$ cat src/rtl/axi_addr_ch_tx_q.sv
// axi_addr_ch_tx_q: buffered AXI4 address-channel (AR/AW) transmitter.
//
// Translated requests enter a DEPTH-entry FIFO (push = t_done & t_ready).
// A splitter drains the FIFO into one registered address channel. With
// SPLIT_4K=1, INCR bursts that cross a 4 KB page are issued as several
// legal bursts that carry identical attributes.
//
// Ports:
//   tx_clk, reset_        clock, synchronous active-low reset
//   in_* / phy_addr       request fields from the translator
//   t_done / t_ready      request valid / FIFO can accept
//   out_* / out_valid     registered address channel towards the slave
//   in_ready              slave ready
//   count                 FIFO occupancy (the output register is not counted)
//   busy                  out_valid | (count != 0)
module axi_addr_ch_tx_q #(
  parameter int ID_W     = 4,
  parameter int ADDR_W   = 32,
  parameter int USER_W   = 2,
  parameter int DEPTH    = 4,
  parameter int SPLIT_4K = 1
) (
  input  logic                       tx_clk,
  input  logic                       reset_,
  input  logic [ID_W-1:0]            in_id,
  input  logic [7:0]                 in_len,
  input  logic [2:0]                 in_size,
  input  logic [1:0]                 in_burst,
  input  logic [2:0]                 in_prot,
  input  logic [3:0]                 in_cache,
  input  logic [USER_W-1:0]          in_user,
  input  logic                       in_lock,
  input  logic [ADDR_W-1:0]          phy_addr,
  input  logic                       t_done,
  output logic                       t_ready,
  output logic [ID_W-1:0]            out_id,
  output logic [ADDR_W-1:0]          out_addr,
  output logic [7:0]                 out_len,
  output logic [2:0]                 out_size,
  output logic [1:0]                 out_burst,
  output logic [2:0]                 out_prot,
  output logic [3:0]                 out_cache,
  output logic [USER_W-1:0]          out_user,
  output logic                       out_lock,
  output logic                       out_valid,
  input  logic                       in_ready,
  output logic [$clog2(DEPTH):0]     count,
  output logic                       busy
);

  localparam int PTR_W = $clog2(DEPTH);
  localparam int CNT_W = PTR_W + 1;

  typedef struct packed {
    logic [ID_W-1:0]   id;
    logic [ADDR_W-1:0] addr;
    logic [7:0]        len;
    logic [2:0]        size;
    logic [1:0]        burst;
    logic [2:0]        prot;
    logic [3:0]        cache;
    logic [USER_W-1:0] user;
    logic              lock;
  } req_t;

  typedef enum logic {S_IDLE, S_SEND} state_t;

  // Beats of the piece starting at 'addr_lo' given 'beats' still to send.
  // Only INCR bursts are clipped to the end of the current 4 KB page.
  function automatic logic [8:0] piece_beats(input logic [11:0] addr_lo,
                                             input logic [2:0]  size,
                                             input logic [1:0]  burst,
                                             input logic [8:0]  beats);
    logic [12:0] a_low;
    logic [12:0] room;
    a_low = {1'b0, addr_lo} & ~((13'd1 << size) - 13'd1);
    room  = (13'd4096 - a_low) >> size;
    if ((SPLIT_4K != 0) && (burst == 2'b01) && ({4'd0, beats} > room))
      piece_beats = room[8:0];
    else
      piece_beats = beats;
  endfunction

  req_t              fifo_q [DEPTH];
  logic [PTR_W-1:0]  wr_ptr_q, wr_ptr_d;
  logic [PTR_W-1:0]  rd_ptr_q, rd_ptr_d;
  logic [CNT_W-1:0]  count_q, count_d;
  state_t            state_q, state_d;
  req_t              out_q, out_d;
  logic [8:0]        rem_q, rem_d;

  req_t              in_req, head;
  logic              push, pop, wr, load, hs;
  logic [8:0]        beats, pb, lenm;
  logic [ADDR_W-1:0] naddr;

  always_comb begin
    in_req       = '0;
    in_req.id    = in_id;
    in_req.addr  = phy_addr;
    in_req.len   = in_len;
    in_req.size  = in_size;
    in_req.burst = in_burst;
    in_req.prot  = in_prot;
    in_req.cache = in_cache;
    in_req.user  = in_user;
    in_req.lock  = in_lock;
  end

  assign t_ready = reset_ & (count_q < CNT_W'(DEPTH));
  assign push    = t_done & t_ready;
  assign hs      = (state_q == S_SEND) & in_ready;

  // An idle channel with an empty FIFO takes the request straight from the
  // input, so out_valid rises on the cycle after t_done.
  assign head = (count_q != '0) ? fifo_q[rd_ptr_q] : in_req;
  assign load = ((state_q == S_IDLE) && ((count_q != '0) || push)) ||
                (hs && (rem_q == 9'd0) && (count_q != '0));
  assign pop  = load && (count_q != '0);
  assign wr   = push && !(load && (count_q == '0));

  // Continuation pieces always start on the next 4 KB page.
  assign naddr = {out_q.addr[ADDR_W-1:12] + (ADDR_W-12)'(1), 12'h000};

  always_comb begin
    wr_ptr_d = wr ? wr_ptr_q + PTR_W'(1) : wr_ptr_q;
    rd_ptr_d = pop ? rd_ptr_q + PTR_W'(1) : rd_ptr_q;
    if (wr && !pop)
      count_d = count_q + CNT_W'(1);
    else if (pop && !wr)
      count_d = count_q - CNT_W'(1);
    else
      count_d = count_q;
  end

  always_comb begin
    state_d = state_q;
    out_d   = out_q;
    rem_d   = rem_q;
    beats   = 9'd0;
    pb      = 9'd0;
    lenm    = 9'd0;
    if (load) begin
      beats     = {1'b0, head.len} + 9'd1;
      pb        = piece_beats(head.addr[11:0], head.size, head.burst, beats);
      lenm      = pb - 9'd1;
      out_d     = head;
      out_d.len = lenm[7:0];
      rem_d     = beats - pb;
      state_d   = S_SEND;
    end else if (hs && (rem_q != 9'd0)) begin
      pb         = piece_beats(naddr[11:0], out_q.size, out_q.burst, rem_q);
      lenm       = pb - 9'd1;
      out_d.addr = naddr;
      out_d.len  = lenm[7:0];
      rem_d      = rem_q - pb;
    end else if (hs) begin
      state_d = S_IDLE;
    end
  end

  always_ff @(posedge tx_clk) begin
    if (!reset_) begin
      state_q  <= S_IDLE;
      out_q    <= '0;
      rem_q    <= '0;
      count_q  <= '0;
      wr_ptr_q <= '0;
      rd_ptr_q <= '0;
    end else begin
      state_q  <= state_d;
      out_q    <= out_d;
      rem_q    <= rem_d;
      count_q  <= count_d;
      wr_ptr_q <= wr_ptr_d;
      rd_ptr_q <= rd_ptr_d;
    end
  end

  // Storage carries data only; validity is tracked by the pointers/count.
  always_ff @(posedge tx_clk) begin
    if (wr) fifo_q[wr_ptr_q] <= in_req;
  end

  assign out_id    = out_q.id;
  assign out_addr  = out_q.addr;
  assign out_len   = out_q.len;
  assign out_size  = out_q.size;
  assign out_burst = out_q.burst;
  assign out_prot  = out_q.prot;
  assign out_cache = out_q.cache;
  assign out_user  = out_q.user;
  assign out_lock  = out_q.lock;
  assign out_valid = (state_q == S_SEND);
  assign count     = count_q;
  assign busy      = out_valid | (count_q != '0);

endmodule
$ cat config.mk
export PLATFORM = sky130hd
export DESIGN_NAME = axi_addr_ch_tx_q
export DESIGN_NICKNAME = d
export VERILOG_FILES = /design/src/rtl/axi_addr_ch_tx_q.sv
export SDC_FILE = /design/constraint.sdc
export NUM_CORES = 1
export LEC_CHECK = 0
export ABC_AREA = 1
export BUFFER_PORTS_ARGS = -buffer_cell sky130_fd_sc_hd__buf_2
export CAP_MARGIN = 15
export CORE_UTILIZATION = 40
export DETAILED_ROUTE_END_ITERATION = 10
export PLACE_DENSITY = 0.57
export REMOVE_ABC_BUFFERS = 1
export SLEW_MARGIN = 20
export SYNTH_ARGS = -nofsm -noshare
export SYNTH_HDL_FRONTEND = slang
export SYNTH_SLANG_ARGS = --single-unit
$ cat constraint.sdc
create_clock -name tx_clk -period 5.76 [get_ports tx_clk]
set_input_delay 1.44 -clock tx_clk [delete_from_list [all_inputs] [get_ports tx_clk]]
set_output_delay 1.44 -clock tx_clk [all_outputs]
set_load 0.02 [all_outputs]
Word-level counts from Yosys, hierarchy flattened. Memories as Yosys holds them, arrays and structs flattened. A register that Yosys moved wholly into a read port is not among the register bits. Index checks and enable logic that the tools add are counted.

Register bits after elaboration: 76. Bits in latches: 0. RAM bits: 236. Bits in read-only memories: 0. Input bits: 63. Output and inout port bits: 65. Logic and storage cells: 86. Memories kept: 1.

$add $sub $neg: 12. Multipliers: 0. Divide/modulo/power cells: 0. Magnitude comparators: 3. Eq/ne operators: 3. Shift operators: 3. Mux-type cells: 19. Bitwise operators: 7. Reduce and logical (&&, ||, !) cells: 24.

Memory list: fifo_q (words 4, width 59, rd ports 1, clocked after memory_dff 1, write ports 1, line 84) `req_t fifo_q [DEPTH];`.

Operators with widths (count): 40-bit two-way mux (2); 9-bit two-way mux (7); 59-bit two-way mux (1); 9-bit by 13-bit > comparator with 1-bit output (2); 20-bit by 1-bit adder with 20-bit output (second input constant) (1); 9-bit subtractor (2); 8-bit by 1-bit subtractor with 8-bit output (second input constant) (2); 12-bit by 13-bit AND with 13-bit output (1); 13-bit NOT (1); 1-bit by 3-bit left shift with 13-bit output (first input constant) (1); 13-bit by 3-bit >> shifter with 13-bit output (1); 13-bit by 3-bit >> shifter with 13-bit output (first input constant) (1); 13-bit by 1-bit subtractor with 13-bit output (second input constant) (1); 13-bit subtractor (first input constant) (1); 1-bit logical AND (11); 8-bit by 1-bit adder with 9-bit output (second input constant) (1); 9-bit logical NOT (1); 9-bit nonzero test (1); 3-bit two-way mux (2); 2-bit nonzero test (3); 1-bit two-way mux (5); 2-bit by 1-bit adder with 2-bit output (second input constant) (2); 2-bit by 1-bit == test with 1-bit output (second input constant) (2); 2-bit two-way mux (2); other kinds (12) (17).

Depth between registers and ports, before layout. Gate-level depths: netlist of run 1.

Word-level depth: 14. Depth in mapped cells: 42. Mapped depth without buffers: 41.

Worst setup path after synthesis of run 1. OpenSTA, ideal clock, no wires.

Kind: input to register. Start: input in_size[2]. End: register rem_q[8]. Library setup time: 0.132 ns. Arrival time: 5.399 ns. Data required time: 5.628 ns. Slack: 0.229 ns. Stages: 32. Buffers on the path: 0. Path through: nand2_1 -> nand2_4 -> nor2_2 -> nand2_1 -> ha_1 -> nand3_2 -> nor2_4 -> nand2_1 -> xor2_1 -> o21ai_0 -> inv_1 -> nand2_1 -> o21ai_0 -> nand2_1 -> o21ai_0 -> ha_1 -> a21oi_1 -> o221ai_1 -> a221oi_1 -> nand2_1 -> nand2_2 -> nand2_2 -> nand2_4 -> nand2_1 -> and2_1 -> ha_1 -> a21oi_1 -> nor2_1 -> a211oi_1 -> a21oi_1 -> o21ai_0 -> a21oi_1.

Word-level cells in the longest chain between the ends: 13.

Ends and longest elaborated chain: from (decl) (line 27) `input logic [2:0] in_size,`; 59-bit two-way mux (*) (line 116) `assign head = (count_q != '0) ? fifo_q[rd_ptr_q] : in_req;`; 1-bit by 3-bit left shift with 13-bit output (line 76) `a_low = {1'b0, addr_lo} & ~((13'd1 << size) - 13'd1);`; 13-bit by 1-bit subtractor with 13-bit output (line 76); 13-bit NOT (line 76); 12-bit by 13-bit AND with 13-bit output (line 76); 13-bit subtractor (line 77) `room = (13'd4096 - a_low) >> size;`; 13-bit by 3-bit >> shifter with 13-bit output (*) (line 77); 9-bit by 13-bit > comparator with 1-bit output (line 78) `if ((SPLIT_4K != 0) && (burst == 2'b01) && ({4'd0, beats} > room))`; 1-bit logical AND (line 78); 9-bit two-way mux (*) (line 78); 9-bit two-way mux (*) (line 143) `if (load) begin`; 9-bit subtractor (*) (line 149) `rem_d = beats - pb;`; 9-bit two-way mux (*) (line 143); to (signal assigned) (line 173) `rem_q <= rem_d;`; to (decl) (line 90) `logic [8:0] rem_q, rem_d;`.

Every way passes the cells marked *; elsewhere a longest branch is shown, timed or not. The select of a mux whose other input is x is not followed. A chain may end at the register's enable or synchronous reset.

Worst setup path in the final report of run 1.
Start: input phy_addr[2]. End: register rem_q[5].

Word-level cells in the longest chain between the ends: 10.

Ends and longest elaborated chain: from (decl) (line 33) `input logic [ADDR_W-1:0] phy_addr,`; 59-bit two-way mux (*) (line 116); 12-bit by 13-bit AND with 13-bit output (*) (line 76); 13-bit subtractor (*) (line 77); 13-bit by 3-bit >> shifter with 13-bit output (*) (line 77); 9-bit by 13-bit > comparator with 1-bit output (line 78); 1-bit logical AND (line 78); 9-bit two-way mux (*) (line 78); 9-bit two-way mux (*) (line 143); 9-bit subtractor (*) (line 149); 9-bit two-way mux (*) (line 143).

Marked as above.

==> key figures, run 1 <==
Worst setup path
  • Crit path from: phy_addr[2]
  • Crit path max-delay cell type: ha_1
  • Crit path launch type: input pin
  • CP arrival: 5.85 ns
  • Reg2reg setup slack: 0.49 ns
  • CP Max Fanout: 8
  • Most common cell on crit path: nand2_1
  • WP data required: 6.22 ns
  • Setup crit end kind: flip-flop
  • FF-to-FF path depth: 39
  • CP max stage delay: 0.34 ns
  • Crit Path Category: input pin to flip-flop
  • Reg-to-Reg End: rem_q[5]$_SDFFE_PN0P_
  • Setup crit end: rem_q[5]$_SDFFE_PN0P_

Timing
  • Setup violators final: 0
  • Fin crit share: 93.6%
  • Max frequency: 185 MHz
  • Relative slew slack: 32.6%
  • Max-slew violations: 0
  • Least-Margin Pin Slew: 1.01 ns
  • Final setup skew: 0.0111 ns
  • Tmin final: 5.39 ns
  • Final Hold Viols: 0

Logic synthesis
  • Post-Syn Area: 0.0152 mm2
  • Avg Cell Area, Syn: 9.39 um2
  • Synth cell types: 58
  • Sequential share of the synthesized area: 56.9%
  • Share of flip-flops with an asynchronous set or reset: 0%
  • Most used DFF post-synth: edfxtp_1
  • Syn Inst Count: 1620
  • FF+latch count, synth: 314
  • Number of flops mapped to enable cells by yosys: 236
  • Synth Warn #: 0

Layout
  • Final core utilization: 48.3%
  • Nets: 1896
  • Layout cells sized above 1: 20.6%
  • Fillers: 3580
  • Most frequent cells in the layout: 353 x nand2_1, 236 x edfxtp_1, 172 x o21ai_0
  • Most common cell after layout, fill and taps aside: nand2_1
  • Synth-to-layout area growth: 19.3%

Route
  • Residual DRC: 0
  • WL/cell: 17.8 um
  • Number of vias per cell: 5.15
  • DR iter-0 viols: 874
  • DRT Wirelength: 41600 um
  • Antenna viol nets, final: 0
  • Vias post-DR: 12000
  • TritonRoute pass-1 iters: 5

Clock network
  • Clock sink count: 314
  • TritonCTS Buffers: 35
  • CTS tree: done
  • Root Buffer Master: clkbuf_16
  • Htree depth: 2
  • Clock latency on the worst-skew pair: 0.53 ns
  • Post-CTS Hold Fix Bufs: 0
  • Clk slew on worst S/H paths: 0.06 ns
  • CTS max path bufs: 3

Floorplan
  • Die outline area: 0.0388 mm2
  • Number of I/O pins: 128
  • Num rows: 71
  • Core ar.: 0.0376 mm2
  • Die height: 197 um
  • Chip Width: 197 um
  • Initial core utilization: 40.5%

Placed design
  • Post-DP HPWL: 26200 um
  • IO Port Bufs: 127
  • Routability cong.: 0.889

Power and ir drop
  • Pleak: 7.29 nW
  • Worst VDD drop: 0.301 mV
  • Power Total: 12.3 mW
  • Pwr dens: 675 mW/mm2

Job
  • Max Cap Viol: 0

Min path
  • HP Class: flip-flop to flip-flop

GRT
  • Initial antenna violation count: 10
  • Total Routing Usage GR: 21.5%
  • Largest net degree at the start of global routing: 119
  • Gr ovfl total: 0
  • Vias in the first global route: 11700
  • First-pass GRT wire length: 64700 um

Status
  • Status: completed
## worst min path at each step
| stage | start | cells after the start | slack (ns) | end |
|---|---|---|---|---|
| 5_1_grt | out_addr[3]$_SDFFE_PN0P_ | 2 | 0.49 | out_addr[3]$_SDFFE_PN0P_ |
| 6_report | rd_ptr_q[1]$_SDFFE_PN0P_ | 2 | 0.46 | flip-flop |
| 2_1_floorplan | rd_ptr_q[1]$_SDFFE_PN0P_ | 2 | 0.44 | flip-flop |
| 3_5_place_dp | rd_ptr_q[1]$_SDFFE_PN0P_ | 2 | 0.45 | flip-flop |
| 4_1_cts | rd_ptr_q[1]$_SDFFE_PN0P_ | 2 | 0.46 | flip-flop |
| 3_3_place_gp | rd_ptr_q[1]$_SDFFE_PN0P_ | 2 | 0.44 | flip-flop |
## stage by stage
step	worst slack, ns	cell area, um2	cells	setup TNS, ns	hold slack, ns
2_1_floorplan	-2.09	14800	1536	-50.66	0.436
3_3_place_gp	-0.192	16900	2270	-0.411	0.441
3_5_place_dp	-0.291	16900	2270	-1.11	0.454
4_1_cts	0.141	18000	2334	0	0.463
5_1_grt	-0.0144	18100	2337	-0.0144	0.487
6_report	0.366	18200	2339	0	0.460
## sequential cells by signal (all words and copies together) (netlist names), named ones only
| name | flops |
|---|---|
| out_id | 4 |
| out_cache | 4 |
| fifo_q | 236 |
| count | 3 |
| out_user | 2 |
| out_valid | 1 |
| out_prot | 3 |
| rem_q | 9 |
| out_len | 8 |
| out_size | 3 |
| out_burst | 2 |
| out_addr | 32 |
| out_lock | 1 |
| rd_ptr_q | 2 |
| wr_ptr_q | 2 |
## timing repair
action | CTS | global route
buffers inserted | 0 | 1
hold endpoints to repair | 0 | 0
gates resized for setup | 0 | 25
endpoints found under the setup margin | 0 | 9
## per-layer routing
metal | routed length (um) | up-vias | track usage, %
li1 | - | 5977 | -
met1 | 18200 | 5761 | 27.0
met2 | 20400 | 226 | 37.6
met3 | 2110 | 67 | 4.64
met4 | 782 | 16 | 5.28
met5 | 90 | - | 0
## Yosys cell counts (8+ instances only)
master / count / area, um2
nand2_1: 356 / 1340
buf_6: 8 / 90.1
ha_1: 32 / 400
a21oi_1: 65 / 325
o21ai_0: 177 / 886
nor3_1: 11 / 55.1
nand3_2: 8 / 80.1
clkbuf_1: 54 / 203
nor2_1: 143 / 537
o22ai_1: 39 / 244
or2_2: 11 / 68.8
buf_2: 11 / 55.1
inv_2: 8 / 30.0
nand3_1: 93 / 465
nor2_2: 8 / 50.1
dfxtp_1: 78 / 1560
nand2_2: 22 / 138
xor2_1: 18 / 158
inv_1: 108 / 405
a31oi_1: 26 / 163
o21ai_2: 8 / 70.1
o21ai_1: 8 / 40.0
nand4_1: 15 / 93.8
edfxtp_1: 236 / 7090
## layout make-up
class	count	area [um2]	area share [%]
inverters	117	444	2.45
clock inverters	15	119	0.655
clock buffers	49	978	5.39
well taps	511	639	3.52
multi-input cells	1105	5810	32.0
diodes	2	5.00	0.0276
repair buffers	226	1500	8.29
flip-flops and latches	314	8650	47.7
## logic make-up after synthesis
logic type      Yosys count  share of synthesized area [%]
simple gates            687                           19.7
compound gates          358                           13.4
flops                   314                           56.9
buf+inv                 201                           5.69
fa+ha+maj                34                           2.90
xor+xnor                 24                           1.38
other cells               1                         0.0247
mux                       1                         0.0658
## where the power goes
group / switching (mW) / internal [mW]
Sequential: 0.208 / 2.75
Combinational: 4.39 / 2.75
Clock: 0.908 / 1.24
## critical path, delay by kind of cell
kind / cells / cell delay, ns
buffers and inverters: 5 / 0.54
XOR/XNOR: 1 / 0.15
AO/OA/AOI/OAI: 8 / 1.03
adder cells (fa/ha/maj): 2 / 0.61
AND/OR/NAND/NOR: 20 / 2.09
Note: power is estimated with default switching activity, not from simulation.
==> run 2, diff against run 1 <==
clock period = 4.55 ns   (was 5.76 ns; I/O delays follow)
==> run 2 against run 1 <==
The flow now finishes with violations (setup timing); register-to-register slack worse by 0.89 ns; first-iteration DRC count down 21%; critical path type is now flip-flop to flip-flop; global-route usage increased by 0.72 points; cell area up 9.2%; utilization rose by 4.5 points; final cell count up 5.2%; wire length increased by 3.8%; clock skew up 0.0093 ns; worst hold slack got worse by 0.0042 ns; critical endpoint is now rem_q[6]$_SDFFE_PN0P_.
==> key figures, run 2 (synthesis results as in run 1) <==
Floorplan
  • Die outline area: 0.0388 mm2
  • Initial core utilization: 40.5%
  • Chip Width: 197 um
  • Num rows: 71
  • Number of I/O pins: 128
  • Core ar.: 0.0376 mm2
  • Die height: 197 um

Worst setup path
  • Crit. path cell count: 37
  • Most common cell on crit path: nand2_2
  • FF-to-FF path depth: 37
  • Setup crit end kind: flip-flop
  • CP arrival: 5.43 ns
  • Crit path from: count[0]$_SDFFE_PN0P_
  • WP data required: 5.03 ns
  • Worst path buffer plus inverter count: 7
  • Crit path launch type: flip-flop
  • Worst reg2reg path startpoint: count[0]$_SDFFE_PN0P_
  • Setup crit end: rem_q[6]$_SDFFE_PN0P_
  • CP Max Fanout: 8
  • Reg2reg setup slack: -0.40 ns
  • Crit Path Category: flip-flop to flip-flop
  • Crit path max-delay cell type: fa_2
  • Reg-to-Reg End: rem_q[6]$_SDFFE_PN0P_
  • Top cell family by delay on the critical path: simple AND/OR/NAND/NOR gates
  • CP max stage delay: 0.34 ns

Clock network
  • Clock latency on the worst-skew pair: 0.55 ns
  • Root Buffer Master: clkbuf_16
  • Clk slew on worst S/H paths: 0.06 ns
  • CTS tree: done
  • CTS max path bufs: 3
  • Clock sink count: 314
  • Htree depth: 2
  • TritonCTS Buffers: 36

GRT
  • Total Routing Usage GR: 22.2%
  • Largest net degree at the start of global routing: 60
  • Initial antenna violation count: 5
  • Gr ovfl total: 0
  • Vias in the first global route: 12300
  • First-pass GRT wire length: 66700 um

Layout
  • Post-route cell area: 0.0198 mm2
  • Final core utilization: 52.8%
  • Max FFs per register: 236
  • Most common cell after layout, fill and taps aside: nand2_1
  • Most frequent cells in the layout: 317 x nand2_1, 236 x edfxtp_1, 189 x buf_4
  • Biggest register: fifo_q
  • Synth-to-layout area growth: 30.3%
  • Layout cells sized above 1: 30.8%
  • Nets: 2017

Timing
  • Max-slew violations: 0
  • Least-Margin Pin Slew: 0.787 ns
  • Final setup skew: 0.0204 ns
  • Tmin final: 4.95 ns
  • Max frequency: 202 MHz
  • Fin crit share: 109%
  • Setup violators final: 13
  • Setup WS post-layout: -0.404 ns
  • RSZ-0062 raised after global routing: true
  • Final Hold Viols: 0
  • Relative slew slack: 47.5%

Placed design
  • Placed cell areas: 0.0176 mm2
  • Routability cong.: 0.899
  • IO Port Bufs: 127
  • Post-DP HPWL: 27000 um

Route
  • TritonRoute pass-1 iters: 5
  • Number of vias per cell: 5.15
  • Vias post-DR: 12700
  • WL/cell: 17.5 um
  • Antenna viol nets, final: 0
  • DRT Wirelength: 43100 um
  • DR iter-0 viols: 688
  • Residual DRC: 0

Job
  • Max Cap Viol: 0

Status
  • Status: finished, violations left
  • Failing checks: setup timing

Min path
  • HP Class: flip-flop to flip-flop
==> run 2: changes by cell type in the layout (fill, tap and decap cells not counted), moves of 16 or more <==
cell     previous run  this run
buf_4              89       189
buf_6               2        18
nand2_2            24        43
nand3_1            93        68
nand3_2             7        27
nand2_1           353       317
==> run 2: layout make-up <==
class	count	area, um2
timing repair buffer	346	2510
tap	511	639
clock inverter	12	97.6
inverter	117	467
fill	3411	17800
antenna	3	7.51
multi-input combinational	1105	6440
sequential	314	8660
clock buffer	53	1010
==> run 2: through the flow <==
stage | hold WS (ns) | setup WS, ns | setup TNS (ns) | std cells
after global placement | 0.445 | -1.06 | -11.94 | 2360
final | 0.456 | -0.404 | -2.59 | 2461
after floorplan | 0.436 | -3.30 | -291.12 | 1536
after detailed placement | 0.453 | -1.15 | -13.35 | 2360
after CTS | 0.461 | -0.327 | -2.00 | 2441
after global routing | 0.483 | -0.808 | -8.29 | 2458
==> run 2: how the worst min path moves through the flow <==
stage / startpoint / to / slack [ns] / depth (start not counted)
3_5_place_dp: out_addr[7]$_SDFFE_PN0P_ / out_addr[7]$_SDFFE_PN0P_ / 0.45 / 2
6_report: out_addr[7]$_SDFFE_PN0P_ / out_addr[7]$_SDFFE_PN0P_ / 0.46 / 2
4_1_cts: out_addr[7]$_SDFFE_PN0P_ / out_addr[7]$_SDFFE_PN0P_ / 0.46 / 2
3_3_place_gp: out_addr[1]$_SDFFE_PN0P_ / out_addr[1]$_SDFFE_PN0P_ / 0.45 / 2
5_1_grt: out_addr[6]$_SDFFE_PN0P_ / out_addr[6]$_SDFFE_PN0P_ / 0.48 / 2
2_1_floorplan: rd_ptr_q[1]$_SDFFE_PN0P_ / flip-flop / 0.44 / 2
==> run 2: tightest hold or removal path, stage by stage (launching register included) <==
cell     delay, ns
dfxtp_1       0.30
nand2_1       0.06
a21oi_1       0.05
==> run 2: timing repair <==
| action | in CTS | in global routing |
|---|---|---|
| hold buffers | 0 | 0 |
| pin swaps | 56 | 90 |
| setup buffers | 13 | 16 |
| resized for setup | 96 | 114 |
| endpoints found under the setup margin | 17 | 17 |
| gates cloned | 3 | 1 |
==> run 2: routing by layer <==
| metal | GRT usage [%] | wire length, um | part of all wire, % |
|---|---|---|---|
| met1 | 27.6 | 18200 | 42 |
| met2 | 37.7 | 21000 | 49 |
| met3 | 4.53 | 2440 | 5.6 |
| met4 | 9.13 | 1450 | 3.4 |
| met5 | 0 | 34 | 0.079 |
Power of run 2 is not shown: default switching activity piles up to over one toggle a cycle in this logic, so the estimate is an artifact.
==> run 3, diff against run 2 <==
--- a/config.mk
+++ b/config.mk
@@ -10,5 +10,6 @@
 export CAP_MARGIN = 15
-export CORE_UTILIZATION = 40
+export CORE_UTILIZATION = 54
 export DETAILED_ROUTE_END_ITERATION = 10
-export PLACE_DENSITY = 0.57
+export HOLD_SLACK_MARGIN = 0.02
+export PLACE_DENSITY = 0.74
 export REMOVE_ABC_BUFFERS = 1
--- a/constraint.sdc
+++ b/constraint.sdc
@@ -3,2 +3,2 @@
 set_output_delay 1.1375 -clock tx_clk [all_outputs]
-set_load 0.02 [all_outputs]
+set_load 0.1 [all_outputs]
==> run 3 against run 2 <==
The run still ends with setup timing left; wire length shrank 4.7%; register-to-register slack gained 0.03 ns; first-iteration DRC count grew 52%; worst hold slack gained 0.0087 ns; non-clock buffer count grew 2; maximum frequency grew 0.62%; utilization grew 17 points; clock-buffer cell count shrank 9; critical path type unchanged; highest routed layer unchanged.
==> key figures, run 3 (synthesis results as in run 1) <==
Status
  • Status: finished, violations left
  • Failing checks: setup timing

Placed design
  • Routability cong.: 0.937
  • IO Port Bufs: 127
  • Post-DP HPWL: 25300 um
  • Pre-CTS WS: -1.12 ns

Worst setup path
  • FF-to-FF path depth: 36
  • CP max stage delay: 0.38 ns
  • Crit Path Category: flip-flop to flip-flop
  • Worst path buffer plus inverter count: 5
  • CP arrival: 5.31 ns
  • CP Max Fanout: 7
  • Crit path max-delay cell type: dfxtp_4
  • Reg2reg setup slack: -0.37 ns
  • Setup crit end kind: flip-flop
  • Crit path launch type: flip-flop
  • Reg-to-Reg End: rem_q[8]$_SDFFE_PN0P_
  • Top cell family by delay on the critical path: simple AND/OR/NAND/NOR gates
  • WP data required: 4.93 ns

Timing
  • Tmin final: 4.92 ns
  • Final setup skew: 0.0134 ns
  • Fin crit share: 108%
  • Setup WS post-layout: -0.374 ns
  • Max-slew violations: 0
  • Max frequency: 203 MHz
  • Final Hold Viols: 0
  • Setup violators final: 10
  • Relative slew slack: 34.0%
  • RSZ-0062 raised after global routing: true
  • Least-Margin Pin Slew: 0.991 ns

Layout
  • Max FFs per register: 236
  • Final core utilization: 69.8%
  • Biggest register: fifo_q
  • Nets: 2018
  • Layout cells sized above 1: 29.5%
  • Most common cell after layout, fill and taps aside: nand2_1
  • Synth-to-layout area growth: 27.5%
  • Most frequent cells in the layout: 320 x nand2_1, 236 x edfxtp_1, 200 x buf_4

GRT
  • Met3 usage: 5.21%
  • First-pass GRT wire length: 64600 um
  • Global route hottest layer: met2
  • M2 GR Usage: 48.4%
  • Vias in the first global route: 12700
  • Total Routing Usage GR: 28.7%
  • Initial antenna violation count: 5
  • Gr ovfl total: 0
  • Largest net degree at the start of global routing: 65
  • Met1 Resource Use GR: 36.9%

Clock network
  • Htree depth: 2
  • Clk slew on worst S/H paths: 0.06 ns
  • Clock sink count: 314
  • TritonCTS Buffers: 35
  • Post-CTS Hold Fix Bufs: 0
  • CTS tree: done
  • Clock latency on the worst-skew pair: 0.53 ns
  • CTS max path bufs: 3
  • Root Buffer Master: clkbuf_16

Route
  • Number of vias per cell: 5.57
  • TritonRoute pass-1 iters: 5
  • WL/cell: 17.6 um
  • DR iter-0 viols: 1044
  • DRT Wirelength: 41100 um
  • Vias post-DR: 13000
  • Residual DRC: 0
  • Antenna viol nets, final: 0

Floorplan
  • Chip Width: 170 um
  • Core ar.: 0.0278 mm2
  • Initial core utilization: 54.8%
  • Die height: 170 um
  • Die outline area: 0.0288 mm2
  • Number of I/O pins: 128
  • Num rows: 61

Min path
  • Worst hold endpoint: out_addr[8]$_SDFFE_PN0P_
  • HP Class: flip-flop to flip-flop
  • Hold Crit Depth: 2
  • Hold Path Origin: out_addr[8]$_SDFFE_PN0P_

Job
  • Max Cap Viol: 0
-- run 3: changes by cell type in the layout (fill, tap and decap cells not counted), moves of 4 or more --
cell,change
inv_1,+4
buf_4,+11
nand3_2,-8
buf_6,-7
nand3_4,-4
nand3_1,+12
clkbuf_1,-5
-- run 3: cell type report --
| class | count | area (um2) |
|---|---|---|
| diodes | 5 | 12.5 |
| clock buffers | 44 | 910 |
| clock inverters | 20 | 203 |
| fillers | 2172 | 8390 |
| inverters | 117 | 447 |
| multi-input cells | 1105 | 6220 |
| flip-flops and latches | 314 | 8650 |
| well taps | 378 | 473 |
| repair buffers | 348 | 2480 |
-- run 3: timing repair --
action / 4_1_cts / 5_1_grt
pin swaps: 55 / 29
endpoints found under the setup margin: 15 / 18
buffers inserted: 52 / 6
resized for setup: 82 / 62
gates cloned: 0 / 1
-- run 3: layer usage --
| layer | vias to the layer above | routed length [um] |
|---|---|---|
| li1 | 6216 | - |
| met1 | 6225 | 17400 |
| met2 | 463 | 19800 |
| met3 | 73 | 2830 |
| met4 | 2 | 1070 |
| met5 | - | 10 |
-- run 3: tightest hold or removal path, delay by kind of cell (launching register included) --
family           cells  cell delay (ns)
flip-flops           1             0.30
AND/OR/NAND/NOR      1             0.06
AO/OA/AOI/OAI        1             0.05
-- run 3: how the worst max path moves through the flow --
stage | startpoint | end | slack [ns] | cells past startpoint
final | flip-flop | rem_q[8]$_SDFFE_PN0P_ | -0.37 | 36
after global placement | in_size[1] | rem_q[8]$_SDFFE_PN0P_ | -0.98 | 33
after CTS | flip-flop | rem_q[6]$_SDFFE_PN0P_ | -0.32 | 39
after global routing | flip-flop | rem_q[5]$_SDFFE_PN0P_ | -0.62 | 37
after floorplan | flip-flop | rem_q[8]$_SDFFE_PN0P_ | -3.30 | 39
after detailed placement | in_size[1] | rem_q[5]$_SDFFE_PN0P_ | -1.12 | 36
-- run 3: per-stage QoR --
step	TNS [ns]	hold WS [ns]	instances	area (um2)
detailed placement	-13.16	0.451	2210	17300
CTS	-2.07	0.463	2325	19100
floorplan	-602.02	0.436	1536	14800
global route	-5.66	0.478	2327	19400
finish	-2.09	0.465	2331	19400
global placement	-11.01	0.441	2210	17300
Power of run 3 is left out for the same reason.
